**config.mk**
```make
export PLATFORM = sky130hd
export DESIGN_NAME = covert_trial_ctrl
export DESIGN_NICKNAME = d
export VERILOG_FILES = /design/src/rtl/covert_pkg.sv /design/src/rtl/covert_lfsr_step.sv /design/src/rtl/covert_trial_ctrl.sv
export SDC_FILE = /design/constraint.sdc
export NUM_CORES = 1
export LEC_CHECK = 0
export ABC_AREA = 1
export CAP_MARGIN = 5
export CORE_ASPECT_RATIO = 1.1
export CORE_UTILIZATION = 25
export DETAILED_ROUTE_END_ITERATION = 8
export HOLD_SLACK_MARGIN = 0.02
export SLEW_MARGIN = 10
export SYNTH_ARGS = -nofsm -noshare
export SYNTH_HDL_FRONTEND = slang
export SYNTH_SLANG_ARGS = --single-unit
```
**constraint.sdc**
```tcl
create_clock -name clk -period 2.7 [get_ports clk]
set_input_delay 0.54 -clock clk [delete_from_list [all_inputs] [get_ports clk]]
set_output_delay 0.54 -clock clk [all_outputs]
set_load 0.02 [all_outputs]
```
**src/rtl/covert_pkg.sv**
```systemverilog
// Shared types and constants for the covert-channel trial controller and its
// LFSR pattern generator.
package covert_pkg;

    localparam int STR_LEN_DEF     = 32;
    localparam int LOG_STR_LEN_DEF = 5;

    typedef enum logic [2:0] {
        ST_IDLE       = 3'd0,
        ST_LOAD       = 3'd1,
        ST_SEND       = 3'd2,
        ST_WAIT_RX    = 3'd3,
        ST_WAIT_MATCH = 3'd4,
        ST_ACCUM      = 3'd5,
        ST_DONE       = 3'd6
    } state_t;

    // Maximal-length Fibonacci tap masks (bit i set = stage i+1 tapped).
    function automatic logic [63:0] lfsr_taps(input int len);
        logic [63:0] t;
        case (len)
            8:       t = 64'h0000_0000_0000_00B8;
            16:      t = 64'h0000_0000_0000_D008;
            32:      t = 64'h0000_0000_8020_0003;
            64:      t = 64'hD800_0000_0000_0000;
            default: t = (64'd3 << (len - 2));
        endcase
        return t;
    endfunction

endpackage

```
**src/rtl/covert_lfsr_step.sv**
```systemverilog
// One combinational step of a Fibonacci LFSR; shifts left, feedback into bit 0.
// An all-zero input is mapped to 1 so the sequence can never lock up.
module lfsr_step
    import covert_pkg::*;
#(
    parameter int STR_LEN = STR_LEN_DEF
) (
    input  logic [STR_LEN-1:0] cur,
    output logic [STR_LEN-1:0] nxt
);

    localparam logic [63:0]        TAPS_ALL = lfsr_taps(STR_LEN);
    localparam logic [STR_LEN-1:0] TAPS     = TAPS_ALL[STR_LEN-1:0];

    logic fb;

    always_comb begin
        fb  = ^(cur & TAPS);
        nxt = {cur[STR_LEN-2:0], fb};
        if (cur == '0) begin
            nxt = STR_LEN'(1);
        end
    end

endmodule

```
**src/rtl/covert_trial_ctrl.sv**
```systemverilog
// Trial sequencer: offers a string per trial, waits for receiver and checker,
// and accumulates run statistics. Restarts peers with trial_clear between trials.
module covert_trial_ctrl
    import covert_pkg::*;
#(
    parameter int STR_LEN     = STR_LEN_DEF,
    parameter int LOG_STR_LEN = LOG_STR_LEN_DEF,
    parameter int NUM_TRIALS  = 16,
    parameter int TIMEOUT     = 4096,
    localparam int CW  = $clog2(NUM_TRIALS + 1),
    localparam int EW  = LOG_STR_LEN + 1,
    localparam int TEW = LOG_STR_LEN + 1 + CW
) (
    input  logic                   clk,
    input  logic                   rst,
    input  logic                   start,
    input  logic [STR_LEN-1:0]     seed,
    input  logic [LOG_STR_LEN-1:0] eos_cfg,
    // tx handshake: tx_valid holds with stable tx_string/tx_eos until the
    // cycle where tx_valid && tx_ready, which is the single transfer.
    output logic                   tx_valid,
    input  logic                   tx_ready,
    output logic [STR_LEN-1:0]     tx_string,
    output logic [LOG_STR_LEN-1:0] tx_eos,
    input  logic                   rx_ready,
    input  logic                   match_done,
    input  logic                   match_equal,
    input  logic [EW-1:0]          match_errors,
    output logic                   trial_clear,
    output logic                   busy,
    output logic                   done,
    output logic [CW-1:0]          trial_count,
    output logic [TEW-1:0]         total_errors,
    output logic [CW-1:0]          equal_count,
    output logic [CW-1:0]          timeout_count,
    output state_t                 state_dbg
);

    localparam int TW = (TIMEOUT > 2) ? $clog2(TIMEOUT) : 1;

    state_t state, state_nxt;

    logic [STR_LEN-1:0]     str_q;
    logic [STR_LEN-1:0]     str_adv;
    logic [LOG_STR_LEN-1:0] eos_q;
    logic [TW-1:0]          to_cnt;
    logic [EW-1:0]          cap_err;
    logic                   cap_eq;
    logic                   waiting;
    logic                   timeout_hit;

    lfsr_step #(.STR_LEN(STR_LEN)) u_lfsr (
        .cur (str_q),
        .nxt (str_adv)
    );

    // A match_done in the expiry cycle counts as a completed trial.
    assign waiting     = (state == ST_WAIT_RX) || (state == ST_WAIT_MATCH);
    assign timeout_hit = waiting && (to_cnt == TW'(TIMEOUT - 1))
                         && !((state == ST_WAIT_MATCH) && match_done);

    always_ff @(posedge clk) begin
        if (rst) begin
            state <= ST_IDLE;
        end else begin
            state <= state_nxt;
        end
    end

    always_comb begin
        state_nxt = state;
        case (state)
            ST_IDLE, ST_DONE: if (start) state_nxt = ST_LOAD;
            ST_LOAD:          state_nxt = ST_SEND;
            ST_SEND:          if (tx_ready) state_nxt = ST_WAIT_RX;
            ST_WAIT_RX: begin
                if (timeout_hit)   state_nxt = ST_ACCUM;
                else if (rx_ready) state_nxt = ST_WAIT_MATCH;
            end
            ST_WAIT_MATCH:    if (match_done || timeout_hit) state_nxt = ST_ACCUM;
            ST_ACCUM: begin
                if (trial_count == CW'(NUM_TRIALS - 1)) state_nxt = ST_DONE;
                else                                    state_nxt = ST_LOAD;
            end
            default:          state_nxt = ST_IDLE;
        endcase
    end

    always_comb begin
        tx_valid    = (state == ST_SEND);
        trial_clear = (state == ST_ACCUM);
        busy        = (state != ST_IDLE) && (state != ST_DONE);
        done        = (state == ST_DONE);
    end

    always_ff @(posedge clk) begin
        if (rst) begin
            str_q         <= '0;
            eos_q         <= '0;
            to_cnt        <= '0;
            cap_err       <= '0;
            cap_eq        <= 1'b0;
            trial_count   <= '0;
            total_errors  <= '0;
            equal_count   <= '0;
            timeout_count <= '0;
        end else begin
            case (state)
                ST_IDLE, ST_DONE: begin
                    if (start) begin
                        str_q         <= (seed == '0) ? STR_LEN'(1) : seed;
                        eos_q         <= eos_cfg;
                        trial_count   <= '0;
                        total_errors  <= '0;
                        equal_count   <= '0;
                        timeout_count <= '0;
                    end
                end
                ST_LOAD: begin
                    if (trial_count != '0) str_q <= str_adv;
                end
                ST_SEND: begin
                    if (tx_ready) to_cnt <= '0;
                end
                ST_WAIT_RX, ST_WAIT_MATCH: begin
                    to_cnt <= to_cnt + TW'(1);
                    if ((state == ST_WAIT_MATCH) && match_done) begin
                        cap_err <= match_errors;
                        cap_eq  <= match_equal;
                    end else if (timeout_hit) begin
                        // Every compared bit is charged as an error.
                        cap_err       <= EW'(STR_LEN) - EW'(eos_q);
                        cap_eq        <= 1'b0;
                        timeout_count <= timeout_count + CW'(1);
                    end
                end
                ST_ACCUM: begin
                    total_errors <= total_errors + TEW'(cap_err);
                    equal_count  <= equal_count + CW'(cap_eq);
                    trial_count  <= trial_count + CW'(1);
                end
                default: ;
            endcase
        end
    end

    assign tx_string = str_q;
    assign tx_eos    = eos_q;
    assign state_dbg = state;

endmodule

```
==> out/summary.txt <==
Peak VDD IR = 358 uV
FF-to-FF Start = state_dbg[2]
Synth Flop Type = dfxtp_1
End-of-flow core utilization = 34.8%
Met3 WL post-DR = 615 um
PortBufs = 119
Sw frac = 39.0%
Clock root cell = clkbuf_16
DP Area = 6090 sq um
Met2 WL = 6.34 mm
Post-synth EDFFs = 0
Max-cap viol count = 0
Slowest cell delay on critical path = 0.66 ns
Slowest-stage cell, CP = clkdlybuf4s50_1
Number of DRC markers in iteration 0 = 282
Die Y = 145 um
Critical-path cell list = inv_2, nand2_1, nand2_1, o21ai_2, clkdlybuf4s50_1
Cell area after synthesis = 4670 sq um
WS Path Type = reg -> out
WHS = 0.483 ns
Vias in the first global route = 4420
Setup Buffers After CTS = 0
CTS max path bufs = 2
Via density = 4.57
#FFs+latches synth = 85
Seq pwr share = 34.9%
Synth area leaders = dfxtp_1, nand2_1, a21oi_1
Max Slew Vio Count = 0
Internal Dissipation = 0.00283 W
Largest net degree at the start of global routing = 47
Clk_skew = 0.00952 ns
Row cnt = 52
FF+latch area = 1700 sq um
Flop2flop setup slack = 0.82 ns
Worst Path Arrival = 1.89 ns
Worst hold path depth = 2
Slew @ Worst Pin = 0.670 ns
DR top layer = met4
First-pass GRT wire length = 22.6 mm
Async SR Flop Fraction = 0%
P_leak = 2.53 nW
Status = finished, final reports clean
Final Critical Period = 2.43 ns
Antenna violations before repair = 0
R2R cell count = 7
Share of cells above drive strength 1 = 5.57%
Endpoints failing setup = 0
GRT Overall Usage = 14.7%
RSZ-0062 raised after global routing = false
Clock Power Share = 26.3%
Hold Crit Class = reg -> reg
Yosys Warn Count = 0
Clk slew on worst S/H paths = 0.07 ns
Synth Instances = 710
Worst Path Max Fanout = 5
P per Cell Area = 726 nW/um^2
Grt ovf = 0
Final instance area = 6390 sq um
Mean Syn Cell Area = 6.58 sq um
Fin crit share = 90.0%
Avg WL per Cell = 13.0 um
Via Count = 4880
Initial cell density of the core = 25.5%
Final Hold Viols = 0
Synth top area share = 36.4%
# IOs = 120
Synth unique cells = 37
Clk sinks = 85
HPWL after detailed placement = 10.1 mm
Post-synth top area cell = dfxtp_1
Register area share after synthesis = 36.4%
Syn Nets = 776
Final wirelength = 13.9 mm
Layout area overhead = 36.8%
Final estimated routing congestion in global placement = 0.828
Antenna diodes = 0
Worst path most repeated cell = nand2_1
Reg-to-reg endpoint = tx_string[5]
Met1 wire length = 6.77 mm
Fmax achieved = 412 MHz
Setup_tns = 0 ns
Area of the multi-input gates = 2600 sq um
Combinational share of power = 38.8%
Nature of the critical path startpoint = flip-flop
Filler Cells Inserted = 2012
Routed Antenna Nets = 0
Initial DRT Pass Iterations = 4
Switch Pwr = 0.00181 W
Nets = 887
H-tree level count = 3
CTS tree = built
Worst setup EP type = output pin
Slew headroom = 55.3%
Post-route DRC = 0
Worst EP required = 2.16 ns
HP Start = to_cnt[1]
Num CTS Buffers = 9
Die footprint = 19200 sq um
Die W = 132 um
Core area = 18300 sq um
Worst hold endpoint = to_cnt[1]
Skew-Pair Late Insertion Delay = 0.34 ns
flip-flops by register name, summed over array words and instances, names as in the netlist, 5 cells and up:
| register | count |
|---|---|
| equal_count | 5 |
| tx_string | 32 |
| trial_count | 5 |
| to_cnt | 12 |
| timeout_count | 5 |
| tx_eos | 5 |
| total_errors | 11 |
| cap_err | 6 |
power groups by stage:
stage	Combinational, W	Clock (W)	Sequential [W]
floorplan	0.000962	0	0.00180
global placement	0.00179	0	0.00165
detailed placement	0.00180	0	0.00164
CTS	0.00181	0.00126	0.00162
global route	0.00199	0.00131	0.00164
finish	0.00180	0.00122	0.00162
Yosys cell counts (2+ instances only):
master	count
nand2_1	208
a21oi_1	93
dfxtp_1	85
nor2_1	81
inv_1	59
o21ai_0	43
nand3_1	39
ha_1	15
clkbuf_1	11
buf_2	10
a211oi_1	8
nand4_1	8
xor2_1	6
inv_2	5
a31oi_1	3
buf_1	3
nand2_2	3
nor2_2	3
buf_6	2
nand3b_1	2
nor2_4	2
nor3_1	2
nor3_4	2
o21a_1	2
or2_0	2
or2_2	2
layout by cell type (no fill, tap or decap), types with 3 or more instances in the layout:
master,n
a31oi_1,3
buf_4,7
nor2_2,3
o21ai_0,43
nor2_1,81
a21oi_1,93
inv_1,59
nand2_1,208
dfxtp_1,84
nand4_1,8
nand2_2,3
a211oi_1,8
xor2_1,6
clkbuf_16,9
inv_2,5
nand3_1,39
clkdlybuf4s50_1,119
ha_1,15
metal layers:
layer  global-route usage (%)  up-vias
met1                     19.8     2217
met4                     5.06        0
met5                        0        -
li1                         -     2535
met2                     23.5      115
met3                     2.58       13
final cells by class:
| class | count | share of cell area, % |
|---|---|---|
| Multi-Input combinational cell | 535 | 40.7 |
| Sequential cell | 85 | 26.7 |
| Timing Repair Buffer | 126 | 19.5 |
| Tap cell | 243 | 4.76 |
| Clock buffer | 11 | 3.96 |
| Inverter | 64 | 3.76 |
| Clock inverter | 5 | 0.646 |
cells by family (layout without fill, tap and decap cells):
family                     after synthesis  in the layout  share of synthesized area [%]
AOI/OAI and AO/OA                      155            155                           17.5
buffers and inverters                   90            206                           7.82
xor gates and xnor gates                 6              6                           1.13
and+or+nand+nor                        358            358                           32.6
adders and majority gates               16             16                           4.45
DFF                                     85             85                           36.4
metrics by stage:
step                cells  setup WS [ns]  total power, W
finish               1069          0.271         0.00464
global route         1069          0.168         0.00494
CTS                  1069         0.0873         0.00469
detailed placement   1053          0.462         0.00345
global placement     1053          0.506         0.00344
floorplan             710          0.860         0.00276
critical path, delay by kind of cell (launching register included):
family	cells	cell delay [ns]
compound gates	1	0.14
buf+inv	2	0.78
flops	1	0.43
simple gates	2	0.20
worst max path at each step:
| stage | cells after the start | slack [ns] | start | end |
|---|---|---|---|---|
| after global placement | 3 | 0.51 | state_dbg[1] | busy |
| after global routing | 3 | 0.17 | state_dbg[2] | trial_clear |
| after detailed placement | 3 | 0.46 | state_dbg[1] | busy |
| final | 5 | 0.27 | state_dbg[0] | busy |
| after floorplan | 3 | 0.86 | state_dbg[2] | trial_clear |
| after CTS | 3 | 0.09 | state_dbg[1] | busy |
repair_timing:
item	in CTS	in global routing
endpoints found under the setup margin	0	1
gates resized for setup	0	1
hold buffers	0	0
No activity file was read; power rests on OpenSTA's default activity.
